--- src/rtl/seq_divider_8bit_if.sv ---
// Start/done handshake bundle for the sequential divider.
//   master: drives start, dividend, divisor; observes the result side.
//   slave:  the divider; observes the request side, drives busy, done,
//           quotient, remainder, div_by_zero.
interface seq_divider_8bit_if #(
    parameter int unsigned WIDTH = 8
);
    logic             start;
    logic [WIDTH-1:0] dividend;
    logic [WIDTH-1:0] divisor;
    logic             busy;
    logic             done;
    logic [WIDTH-1:0] quotient;
    logic [WIDTH-1:0] remainder;
    logic             div_by_zero;

    modport master (
        output start, dividend, divisor,
        input  busy, done, quotient, remainder, div_by_zero
    );

    modport slave (
        input  start, dividend, divisor,
        output busy, done, quotient, remainder, div_by_zero
    );
endinterface

--- src/rtl/seq_divider_8bit.sv ---
// Multi-cycle unsigned restoring divider, one trial subtraction per cycle.
// The trial subtraction A + ~M + 1 runs on 4-bit carry-lookahead slices.
// Ports:
//   clk    - rising-edge clock
//   rst_n  - asynchronous active-low reset
//   bus    - slave side of seq_divider_8bit_if:
//            start/dividend/divisor in; busy, done (1-cycle pulse),
//            quotient, remainder, div_by_zero out (all registered)
// Latency WIDTH+1 cycles from accepted start to done; divide-by-zero
// answers in one cycle with quotient all-ones and remainder = dividend.
module seq_divider_8bit #(
    parameter int unsigned WIDTH = 8
) (
    input logic              clk,
    input logic              rst_n,
    seq_divider_8bit_if.slave bus
);

    localparam int unsigned NSLICE = WIDTH / 4;
    localparam int unsigned CW     = $clog2(WIDTH + 1);

    typedef enum logic [1:0] {StIdle, StRun, StDone} state_e;

    state_e           state_q, state_d;
    // The restoring step always leaves A < M, so the top bit of the
    // WIDTH+1-bit partial remainder is zero between cycles and is not stored.
    logic [WIDTH-1:0] a_q, a_d;
    logic [WIDTH-1:0] q_q, q_d;
    logic [WIDTH-1:0] m_q, m_d;
    logic [CW-1:0]    count_q, count_d;
    logic [WIDTH-1:0] quot_q, quot_d;
    logic [WIDTH-1:0] rem_q, rem_d;
    logic             dbz_q, dbz_d;

    // Trial subtraction datapath: add_a - {0,M} over WIDTH+1 bits.
    logic [WIDTH:0]   add_a, add_b;
    logic [WIDTH-1:0] trial;
    logic [NSLICE:0]  slice_c;
    logic             carry;

    assign add_a      = {a_q, q_q[WIDTH-1]};
    assign add_b      = ~{1'b0, m_q};
    assign slice_c[0] = 1'b1;

    for (genvar s = 0; s < NSLICE; s++) begin : g_cla
        logic [3:0] g, p;
        logic [4:0] c;
        assign g    = add_a[4*s +: 4] & add_b[4*s +: 4];
        assign p    = add_a[4*s +: 4] ^ add_b[4*s +: 4];
        assign c[0] = slice_c[s];
        assign c[1] = g[0] | (p[0] & c[0]);
        assign c[2] = g[1] | (p[1] & g[0]) | (p[1] & p[0] & c[0]);
        assign c[3] = g[2] | (p[2] & g[1]) | (p[2] & p[1] & g[0])
                    | (p[2] & p[1] & p[0] & c[0]);
        assign c[4] = g[3] | (p[3] & g[2]) | (p[3] & p[2] & g[1])
                    | (p[3] & p[2] & p[1] & g[0]) | (p[3] & p[2] & p[1] & p[0] & c[0]);
        assign trial[4*s +: 4] = p ^ c[3:0];
        assign slice_c[s+1]    = c[4];
    end

    // Top bit is a plain full adder; only its carry-out (no borrow) is needed.
    assign carry = (add_a[WIDTH] & add_b[WIDTH])
                 | ((add_a[WIDTH] ^ add_b[WIDTH]) & slice_c[NSLICE]);

    always_comb begin
        state_d = state_q;
        a_d     = a_q;
        q_d     = q_q;
        m_d     = m_q;
        count_d = count_q;
        quot_d  = quot_q;
        rem_d   = rem_q;
        dbz_d   = dbz_q;
        unique case (state_q)
            StIdle: begin
                if (bus.start) begin
                    if (bus.divisor == '0) begin
                        quot_d  = '1;
                        rem_d   = bus.dividend;
                        dbz_d   = 1'b1;
                        state_d = StDone;
                    end else begin
                        a_d     = '0;
                        q_d     = bus.dividend;
                        m_d     = bus.divisor;
                        count_d = CW'(WIDTH);
                        state_d = StRun;
                    end
                end
            end
            StRun: begin
                a_d     = carry ? trial : add_a[WIDTH-1:0];
                q_d     = {q_q[WIDTH-2:0], carry};
                count_d = count_q - CW'(1);
                if (count_d == '0) begin
                    quot_d  = q_d;
                    rem_d   = a_d;
                    dbz_d   = 1'b0;
                    state_d = StDone;
                end
            end
            StDone: state_d = StIdle;
            default: state_d = StIdle;
        endcase
    end

    always_ff @(posedge clk or negedge rst_n) begin
        if (!rst_n) begin
            state_q <= StIdle;
            a_q     <= '0;
            q_q     <= '0;
            m_q     <= '0;
            count_q <= '0;
            quot_q  <= '0;
            rem_q   <= '0;
            dbz_q   <= 1'b0;
        end else begin
            state_q <= state_d;
            a_q     <= a_d;
            q_q     <= q_d;
            m_q     <= m_d;
            count_q <= count_d;
            quot_q  <= quot_d;
            rem_q   <= rem_d;
            dbz_q   <= dbz_d;
        end
    end

    assign bus.busy        = (state_q != StIdle);
    assign bus.done        = (state_q == StDone);
    assign bus.quotient    = quot_q;
    assign bus.remainder   = rem_q;
    assign bus.div_by_zero = dbz_q;

endmodule

--- src/flat_wrapper.sv ---
// flat-port wrapper written by rule: the top's interface ports become plain ports
module seq_divider_8bit_flat 
#(
    parameter int unsigned WIDTH = 8
)
  (clk, rst_n, bus_start, bus_dividend, bus_divisor, bus_busy, bus_done, bus_quotient, bus_remainder, bus_div_by_zero);
  seq_divider_8bit_if #(.WIDTH(WIDTH)) bus_i ();
  input logic clk;
  input logic rst_n;
  input wire logic [$bits(bus_i.start)-1:0] bus_start;
  input wire logic [$bits(bus_i.dividend)-1:0] bus_dividend;
  input wire logic [$bits(bus_i.divisor)-1:0] bus_divisor;
  output wire logic [$bits(bus_i.busy)-1:0] bus_busy;
  output wire logic [$bits(bus_i.done)-1:0] bus_done;
  output wire logic [$bits(bus_i.quotient)-1:0] bus_quotient;
  output wire logic [$bits(bus_i.remainder)-1:0] bus_remainder;
  output wire logic [$bits(bus_i.div_by_zero)-1:0] bus_div_by_zero;
  assign bus_i.start = bus_start;
  assign bus_i.dividend = bus_dividend;
  assign bus_i.divisor = bus_divisor;
  assign bus_busy = bus_i.busy;
  assign bus_done = bus_i.done;
  assign bus_quotient = bus_i.quotient;
  assign bus_remainder = bus_i.remainder;
  assign bus_div_by_zero = bus_i.div_by_zero;
  seq_divider_8bit #(.WIDTH(WIDTH)) u_core (.clk(clk), .rst_n(rst_n), .bus(bus_i));
endmodule
--- config.mk ---
export PLATFORM = sky130hd
export DESIGN_NAME = seq_divider_8bit_flat
export DESIGN_NICKNAME = d
export VERILOG_FILES = /design/src/rtl/seq_divider_8bit_if.sv /design/src/rtl/seq_divider_8bit.sv /design/src/flat_wrapper.sv
export SDC_FILE = /design/constraint.sdc
export NUM_CORES = 1
export LEC_CHECK = 0
export CAP_MARGIN = 20
export CORE_MARGIN = 2
export CORE_UTILIZATION = 59
export DETAILED_ROUTE_END_ITERATION = 8
export PLACE_DENSITY = 0.89
export SYNTH_ARGS = -nofsm -noshare
export SYNTH_HDL_FRONTEND = slang
export SYNTH_SLANG_ARGS = --single-unit
--- constraint.sdc ---
create_clock -name clk -period 5.86 [get_ports clk]
set_input_delay 1.172 -clock clk [delete_from_list [all_inputs] [get_ports clk]]
set_output_delay 1.172 -clock clk [all_outputs]
set_load 0.05 [all_outputs]
# Word-level counts from Yosys, hierarchy flattened
# Cells that the tools add are included.
[totals] reg_bits=47 elab_cells=110
[op_classes] add_sub_neg=1 eq_ne=6 mux=26 bitwise_logic=60 reduce_logical=9
[op_table] operator="8-bit two-way mux" count=11
[op_table] operator="8-bit one-hot mux with 2 select lines" count=4
[op_table] operator="1-bit AND" count=30
[op_table] operator="1-bit bitwise OR" count=21
[op_table] operator="4-bit XOR" count=4
[op_table] operator="8-bit NOT with 9-bit output" count=1
[op_table] operator="4-bit AND" count=2
[op_table] operator="8-bit logical NOT" count=1
[op_table] operator="4-bit two-way mux" count=2
[op_table] operator="4-bit one-hot mux with 2 select lines" count=1
[op_table] operator="2-bit two-way mux" count=3
[op_table] operator="3-bit AND reduction" count=2
[op_table] operator="4-bit logical NOT" count=1
[op_table] operator="2-bit by 1-bit != test with 1-bit output, second input constant" count=2
[op_table] operator="2-bit != test, second input constant" count=2
[op_table] operator="2-bit one-hot mux with 2 select lines" count=1
[op_table] operator="4-bit AND reduction" count=1
[op_table] operator="2-bit nonzero test" count=2
[op_table] operator="4-bit by 1-bit subtractor with 4-bit output, second input constant" count=1
[op_table] operator="1-bit two-way mux" count=3
[op_table] operator="2-bit by 1-bit == test with 1-bit output, second input constant" count=1
[op_table] operator="2-bit == test, second input constant" count=1
[op_table] operator="2-bit logical NOT" count=1
[op_table] operator="1-bit one-hot mux with 2 select lines" count=1
[op_table] operator="3 further kinds" count=3

# Logic depth before layout (Yosys ltp)
[depth] depth_word=14 depth_mapped=9 mapped_depth_nobuf=8

# Least setup slack after synthesis
# Ideal clock, no wire load.
[synth_timing] path_type="register -> output" startpoint="register u_core.state_q[1]" endpoint="output port bus_done" t_arrival_ns=1.370 required_ns=4.688 slack_ns=3.318 stages_incl_launch_ff=4 path_cell_list="dfrtp_1 clkbuf_1 inv_1 nor2_1"
[synth_via] elab_chain_cells=1
[synth_lines] element="from (decl)" line_no="seq_divider_8bit.sv:24" text="state_e state_q, state_d;"
[synth_lines] element="from (signal assigned)" line_no="seq_divider_8bit.sv:109" text="state_q <= StIdle;"
[synth_lines] element="from (signal assigned)" line_no="seq_divider_8bit.sv:118" text="state_q <= state_d;"
[synth_lines] element="2-bit == test" line_no="seq_divider_8bit.sv:130" text="assign bus.done = (state_q == StDone);"
[synth_lines] element="to (decl)" line_no="flat_wrapper.sv:14" text="output wire logic [$bits(bus_i.done)-1:0] bus_done;"
# No other way between the ends.

# Worst setup path after layout
[layout_timing] startpoint="register u_core.state_q[0]" endpoint="output port bus_busy"
[layout_via] elab_chain_cells=1
[layout_lines] element="2-bit nonzero test" line_no="seq_divider_8bit.sv:129" text="assign bus.busy = (state_q != StIdle);"
[layout_lines] element="to (decl)" line_no="flat_wrapper.sv:13" text="output wire logic [$bits(bus_i.busy)-1:0] bus_busy;"
# No other way between the ends.

==> results.yml <==
cts:
  cts_tree: "done"
  cts_hold_buf: 0
  cts.clk_slew.worst_paths_ns: 0.09
  insertion_delay_ns: 0.30
  post_cts_buffers: 0
  cts_root_buf: "clkbuf_8"
  cts_buffers: 5
  cts_resized: 0
  htree_levels: 2
  cts_sinks: 47
  clk_path_buf_depth: 2
synthesis:
  synth_area_um2: 2703
  async_flop_share: 1.000
  syn_inst: 255
  synthAdderAreaFrac: 0.05833
  synth_top_cell_by_area: "dfrtp_1"
  ys_ff_latch: 47
  synth_mux_area_frac: 0.06667
  synth_top_family_by_area: "compound AO/OA/AOI/OAI gates"
  ys_top_cells_by_area: "dfrtp_1 44%, ha_1 5.1%, o22a_1 3.6%"
  ys_seq_area_frac: 0.4352
  yosys.area.top_type_share: 0.4352
  synth_warnings: 0
  synth-edff-count: 0
  synth.avg_cell_area_um2: 10.60
  netlist-cell-type-count: 59
  syn-num-nets: 286
  yosys.area_share.simple: 0.1259
  synth_xor_area_frac: 0.01620
  synth-compound-area-share: 0.2569
  yosys_most_used_dff: "dfrtp_1"
finish:
  final-seq-area_um2: 1176
  fillers: 295
  area_growth_pct: 19.77
  layout_common_cells: "47 x dfrtp_1, 36 x clkdlybuf4s50_1, 16 x inv_1, 16 x nand2_1, 12 x nor2_1"
  layoutNonFillerInstCount: 345
  final_common_cell: "dfrtp_1"
  multi_input_area_um2: 1416
  n_antenna_cell: 0
  final_nets: 323
  drive_gt1_frac: 0.1092
route:
  drt_pre_antenna_iters: 4
  avgRoutedWirePerCell_um: 18.17
  vias: 2207
  drtIter0Drc: 152
  ant_nets: 0
  vias_per_cell: 6.397
  wirelength_mm: 6.270
  drcViolationCount: 0
setup_path:
  required_ns: 4.69
  start_kind: "flip-flop"
  cp-end-kind: "output pin"
  path_max_fanout: 13
  worstSetupStartpoint: "u_core.state_q[0]"
  reg2reg_from: "u_core.q_q[7]"
  path_class: "reg -> out"
  crit_arrival_ns: 1.99
timing:
  slew_headroom: 0.4072
  finalWorstSetupSlack_ns: 2.694
  clock_skew_ns: 0.01133
  rsz0062_at_grt: "false"
  finalSetupViolations: 0
  worst_pin_slew_ns: 0.8871
  max_freq_mhz: 315.8
  period_share: 0.5403
  period_needed_ns: 3.166
  slew_viol_final: 0
  tns_ns: 0
  final-hold-violation-count: 0
global_routing:
  antenna_found_initial: 0
  grt_pass1_vias: 2160
  grt_overflow: 0
  grt_max_degree: 48
  track_usage: 0.2627
  grt_pass1_wl_mm: 10.41
place:
  dp_hpwl_mm: 4.589
  dp.cells: 336
  place_ws_ns: 2.507
  gp_congestion: 0.8813
  portBuffers: 37
floorplan:
  die_area_um2: 5138
  die_x_um: 71.68
  coreArea_um2: 4384
  dieHeight_um: 71.68
  io_pins: 38
  start_util: 0.6164
  rows: 24
run:
  maxCapViolations: 0
outcome:
  status: "finished, final reports clean"
worst_hold_path:
  hp-class: "reg -> reg"
  hold_start: "u_core.m_q[3]"
final cells by class:
type	count	share of cell area
multi-input combinational	182	0.4376
sequential	47	0.3634
timing repair buffer	39	0.1237
clock buffer	5	0.02126
tap	52	0.02010
inverter	17	0.01971
clock inverter	3	0.01430
cells in the mapped netlist (all sizes together), types with 2 or more instances:
library cell	count
o2bb2ai	3
o211ai	2
xnor2	4
a221oi	2
ha	11
o21ai	21
nor2b	2
o221ai	4
mux2	8
nor2	13
or2	5
inv	17
a22o	2
dfrtp	47
nand4b	2
and3	2
o22a	11
mux2i	9
a211oi	8
a211o	3
nor3	2
nand3	7
buf	5
o211a	3
nor4	3
o21a	3
and2	4
a21oi	10
a221o	2
clkbuf	4
a21o	4
nand2	17
kinds of logic (layout without fill, tap and decap cells):
family / Yosys count / in the layout
xor gates and xnor gates: 5 / 5
adders and majority gates: 12 / 12
muxes: 17 / 17
DFF: 47 / 47
and+or+nand+nor: 62 / 62
buffers and inverters: 26 / 64
AOI/OAI and AO/OA: 86 / 86
registers in the layout, summed over array words and instances (netlist names):
signal and cells:
u_core.bus.quotient 8, u_core.bus.div_by_zero 1, u_core.state_q 2, u_core.q_q 8
u_core.m_q 8, u_core.a_q 8, u_core.count_q 4, u_core.bus.remainder 8
metal layers:
layer  part of all wire  global-route usage  routed length [µm]  vias up
met5                  0                   0                   0        -
met4              0.013             0.07128                  80        0
met3              0.049             0.04360                 310       10
met2               0.49              0.4146                3078       69
met1               0.45              0.3797                2800     1100
li1                   -                   -                   -     1028
final timing paths:
check	to	slack, ns	cells past startpoint
max in group asynchronous	u_core.m_q[3]	4.50	2
setup reg to reg	u_core.bus.remainder[5]	3.35	7
hold / removal	u_core.m_q[3]	0.50	1
hold reg to reg	u_core.m_q[3]	0.50	1
setup / recovery	bus_busy	2.69	2
min in group asynchronous	u_core.count_q[3]	0.85	1
metrics by stage:
step / utilization / instance area (µm²) / hold slack [ns]
3_3_place_gp: 0.7058 / 3094 / 0.4717
3_5_place_dp: 0.7058 / 3094 / 0.4828
5_1_grt: 0.7383 / 3237 / 0.5194
4_1_cts: 0.7320 / 3209 / 0.5069
6_report: 0.7383 / 3237 / 0.5011
2_1_floorplan: - / 2703 / 0.4581
critical path: stages, from the launching register on:
cell,delay (ns)
dfrtp_1,0.67
or2_2,0.22
clkdlybuf4s50_1,0.80
Power is left out: the tool's default activity adds up to more than one toggle a clock period on the data nets, which glitch-free logic cannot reach.
==> RTL edit 1, RTL diff (same flow settings) <==
Reset style: synchronous (`rst_n`), changed in one clocked block. Comments in the files are not updated.
--- a/src/rtl/seq_divider_8bit.sv
+++ b/src/rtl/seq_divider_8bit.sv
@@ -106,3 +106,3 @@
 
-    always_ff @(posedge clk or negedge rst_n) begin
+    always_ff @(posedge clk) begin
         if (!rst_n) begin
Function: differs if rst_n is asserted again (counterexample within 4 cycles, from zero or initial values and one cycle with rst_n low); with rst_n held inactive, the same outputs for 10 cycles.
==> RTL edit 1 against the unedited design <==
Register-to-register slack lost 0.04 ns; sequential cell count is the same; wire length shrank 15%; cell count grew 4.1%; area after synthesis shrank 9.9%; largest cell class unchanged; worst setup slack gained 0.10 ns; critical path type is now in -> reg; cell area shrank 9.6%.
==> RTL edit 1: results (changes against the unedited design) <==
- Complex-gate fraction of the synthesized area: 25.2% (-0.51 points)
- Area contributors post-synth: dfxtp_1 39%, ha_1 5.7%, nand2_1 5.2%, o211a_1 4.1%, mux2i_1 3.7%
- Share of cells above drive strength 1: 10.0% (-0.89 points)
- Metal-1 WL: 2510 um (-11%)
- Grt met3 use: 5.76% (+1.4 points)
- Seq/Total Area, Yosys: 38.6% (-4.9 points)
- GR Util met2: 40.7% (-0.81 points)
- Cell variety after synth: 46 (-22%)
- Status: completed
- Worst setup startpoint: bus_divisor[6]
- Post-synthesis mux area share: 6.01% (-0.65 points)
- Fillcell total: 320 (+8.5%)
- Synth Area in XOR/XNOR: 0.719% (-0.90 points)
- Worst clock skew: 0.00585 ns (-0.00548 ns)
- WHS Path Cells: 2 (+1)
- Dpl hpwl: 3780 um (-18%)
- Max stage delay on crit path: 0.50 ns (-0.30 ns)
- Slowest cell on crit path: nor2_1
- Via density: 5.83 (-8.8%)
- Post-Synth Adder-Cell Area: 6.47% (+0.64 points)
- Total GRT Usage: 25.3% (-0.92 points)
- Final #Nets: 339 (+5.0%)
- Metal2 WL: 2440 um (-21%)
- Routability congestion estimate from global placement: 0.858 (-2.7%)
- Final wirelength: 5330 um (-15%)
- Post-synthesis async set-or-reset flop share: 0% (-100 points)
- Hold path start: u_core.a_q[2]
## RTL edit 1: changes by cell type after synthesis, sizes merged, moves of 8 or more
cell and delta:
clkbuf +11, dfxtp +47, o22a -10, nand2 +17, dfrtp -47, a21boi +8, nor2b +9
## RTL edit 1: layout make-up
cell class	instances	share of cell area (%)
clock inverter	2	0.428
clock buffer	6	2.48
multi-input combinational	199	47.2
tap	50	2.14
inverter	13	1.67
timing repair buffer	42	13.9
sequential	47	32.2
## RTL edit 1: final timing paths
kind	endpoint	slack [ns]
setup reg to reg	u_core.bus.remainder[4]	3.31
setup / recovery	u_core.count_q[3]	2.80
hold / removal	u_core.a_q[2]	0.48
hold reg to reg	u_core.a_q[2]	0.48
## RTL edit 1: per-stage QoR
stage	instance area [um2]	hold WS, ns	setup WS (ns)	instances
final	2930	0.484	2.80	359
after detailed placement	2840	0.474	2.49	351
after global routing	2930	0.522	2.59	359
after global placement	2840	0.464	2.53	351
after CTS	2930	0.486	2.80	359
after floorplan	2430	0.447	3.39	276
## RTL edit 1: critical path: cells and delay by family
family	cells	cell delay (ns)
AND/OR/NAND/NOR	3	1.07
buffers and inverters	2	0.66
AO/OA/AOI/OAI	2	0.35
## RTL edit 1: cells by family after synthesis
kind of cell | after synthesis
multiplexers | 14
adder cells (fa/ha/maj) | 12
XOR/XNOR | 2
buffers and inverters | 30
AO/OA/AOI/OAI | 79
AND/OR/NAND/NOR | 92
flip-flops | 47
## RTL edit 1: power by group
part	internal, mW	switching (mW)	leakage, nW
combinational	0.0863	0.102	0.758
sequential	0.336	0.0136	0.383
clock	0.0835	0.109	0.0412
total	0.506	0.225	1.18
==> RTL edit 2, RTL diff (same settings) <==
Without the edit above. `WIDTH` is set to 8 in 3 places; all go to 16.
--- a/src/rtl/seq_divider_8bit_if.sv
+++ b/src/rtl/seq_divider_8bit_if.sv
@@ -5,3 +5,3 @@
 interface seq_divider_8bit_if #(
-    parameter int unsigned WIDTH = 8
+    parameter int unsigned WIDTH = 16
 );
--- a/src/rtl/seq_divider_8bit.sv
+++ b/src/rtl/seq_divider_8bit.sv
@@ -11,3 +11,3 @@
 module seq_divider_8bit #(
-    parameter int unsigned WIDTH = 8
+    parameter int unsigned WIDTH = 16
 ) (
--- a/src/flat_wrapper.sv
+++ b/src/flat_wrapper.sv
@@ -3,3 +3,3 @@
 #(
-    parameter int unsigned WIDTH = 8
+    parameter int unsigned WIDTH = 16
 )
Interface: changed (resized bus_dividend, bus_divisor, bus_quotient and bus_remainder); port bits go from 38 to 70. No check against the original RTL was run, so the function may have changed too.
==> RTL edit 2 against the unedited design <==
Via count increased by 81%; worst setup slack got worse by 0.66 ns; area after synthesis increased by 75%; sequential share of layout area increased by 2.5 points; sequential cell count increased by 41; wire length increased by 84%; clock skew decreased by 0.0029 ns; cell area increased by 75%; maximum frequency decreased by 17%; highest routed layer unchanged.
Power is left out: the tool's default activity adds up to more than one toggle a clock period on the data nets, which glitch-free logic cannot reach.
==> RTL edit 2: results (changes against the unedited design) <==
- GR Layer Usage met1: 36.4% (-1.6 points)
- Drt first pass iters: 5 (+1)
- First-pass GRT wire length: 18800 um (+81%)
- Htree depth: 3 (+1)
- DRT iter0 DRCs: 338 (+120%)
- Dpl hpwl: 8070 um (+76%)
- R2r endpoint: u_core.bus.remainder[7]
- CP max FO: 40 (+27)
- Share of cells above drive strength 1: 9.12% (-1.8 points)
- GR Util met2: 47.4% (+5.9 points)
- Status: completed
- Seq/Total Area, Yosys: 46.5% (+3.0 points)
- Routability congestion estimate from global placement: 0.903 (+2.5%)
- R2r worst-path depth: 8 (+1)
- Routed vias: 3995 (+81%)
- Synth Net Count: 553 (+93%)
- Total GRT Usage: 27.8% (+1.5 points)
- Worst clock skew: 0.00843 ns (-0.00290 ns)
- PortBufs: 69 (+86%)
- Per-cell routed wire length: 17.4 um (-4.0%)
- Slew @ Worst Pin: 0.983 ns (+0.0962 ns)
- Max stage delay on crit path: 0.63 ns (-0.17 ns)
- Clk Latency, worst-skew pair: 0.37 ns (+0.07 ns)
- Synth top cells by count: 100 x nand2_1, 88 x dfrtp_1, 33 x o21ai_0
- Worst setup startpoint: bus_divisor[2]
- Crit Reg-Reg Startpoint: u_core.a_q[10]
- Grt met3 use: 3.79% (-0.57 points)
- Cts bufs inserted: 9 (+4)
- Number of global-route vias before repair: 3922 (+82%)
- Slowest cell on crit path: inv_2
[RTL edit 2: worst min path at each step]
stage	start	end	depth (start not counted)
6_report	u_core.bus.quotient[1]	u_core.bus.quotient[1]	2
5_1_grt	u_core.bus.quotient[7]	u_core.bus.quotient[7]	2
4_1_cts	u_core.bus.quotient[3]	u_core.bus.quotient[3]	2
3_5_place_dp	u_core.bus.quotient[3]	u_core.bus.quotient[3]	2
3_3_place_gp	u_core.bus.quotient[2]	u_core.bus.quotient[2]	2
2_1_floorplan	u_core.q_q[10]	u_core.q_q[10]	2
[RTL edit 2: area by class of cell]
| class | count | area, um2 |
|---|---|---|
| timing repair buffer | 73 | 738 |
| clock buffer | 9 | 124 |
| sequential | 88 | 2200 |
| fill | 564 | 2090 |
| clock inverter | 6 | 68.8 |
| inverter | 32 | 120 |
| multi-input combinational | 351 | 2290 |
| tap | 102 | 128 |
[RTL edit 2: logic make-up (layout without fill, tap and decap cells)]
kind of cell	count (synthesis)	in the layout	synth area share (%)
and+or+nand+nor	166	166	15.6
AOI/OAI and AO/OA	123	123	17.8
DFF	88	88	46.5
buffers and inverters	57	120	5.08
muxes	32	32	7.22
adders and majority gates	22	22	6.29
xor gates and xnor gates	8	8	1.48
[RTL edit 2: metrics by stage]
step	setup slack (ns)	std cells	area (um2)	utilization (%)	hold WS, ns
2_1_floorplan	3.07	496	4730	-	0.465
3_3_place_gp	1.85	645	5450	70.2	0.456
3_5_place_dp	1.70	645	5450	70.2	0.458
4_1_cts	2.06	660	5650	72.7	0.479
5_1_grt	1.88	661	5670	73.0	0.498
6_report	2.04	661	5670	73.0	0.474
[RTL edit 2: worst max-delay path: cells and delay by family]
family / cells / cell delay [ns]
AOI/OAI and AO/OA: 1 / 0.22
buffers and inverters: 2 / 1.05
and+or+nand+nor: 5 / 1.62
[RTL edit 2: routing by layer]
layer  share of wire, %  wire length [um]
met5                  0                 0
met2                 51              5900
met1                 42              4790
met4                2.9               329
met3                4.4               510
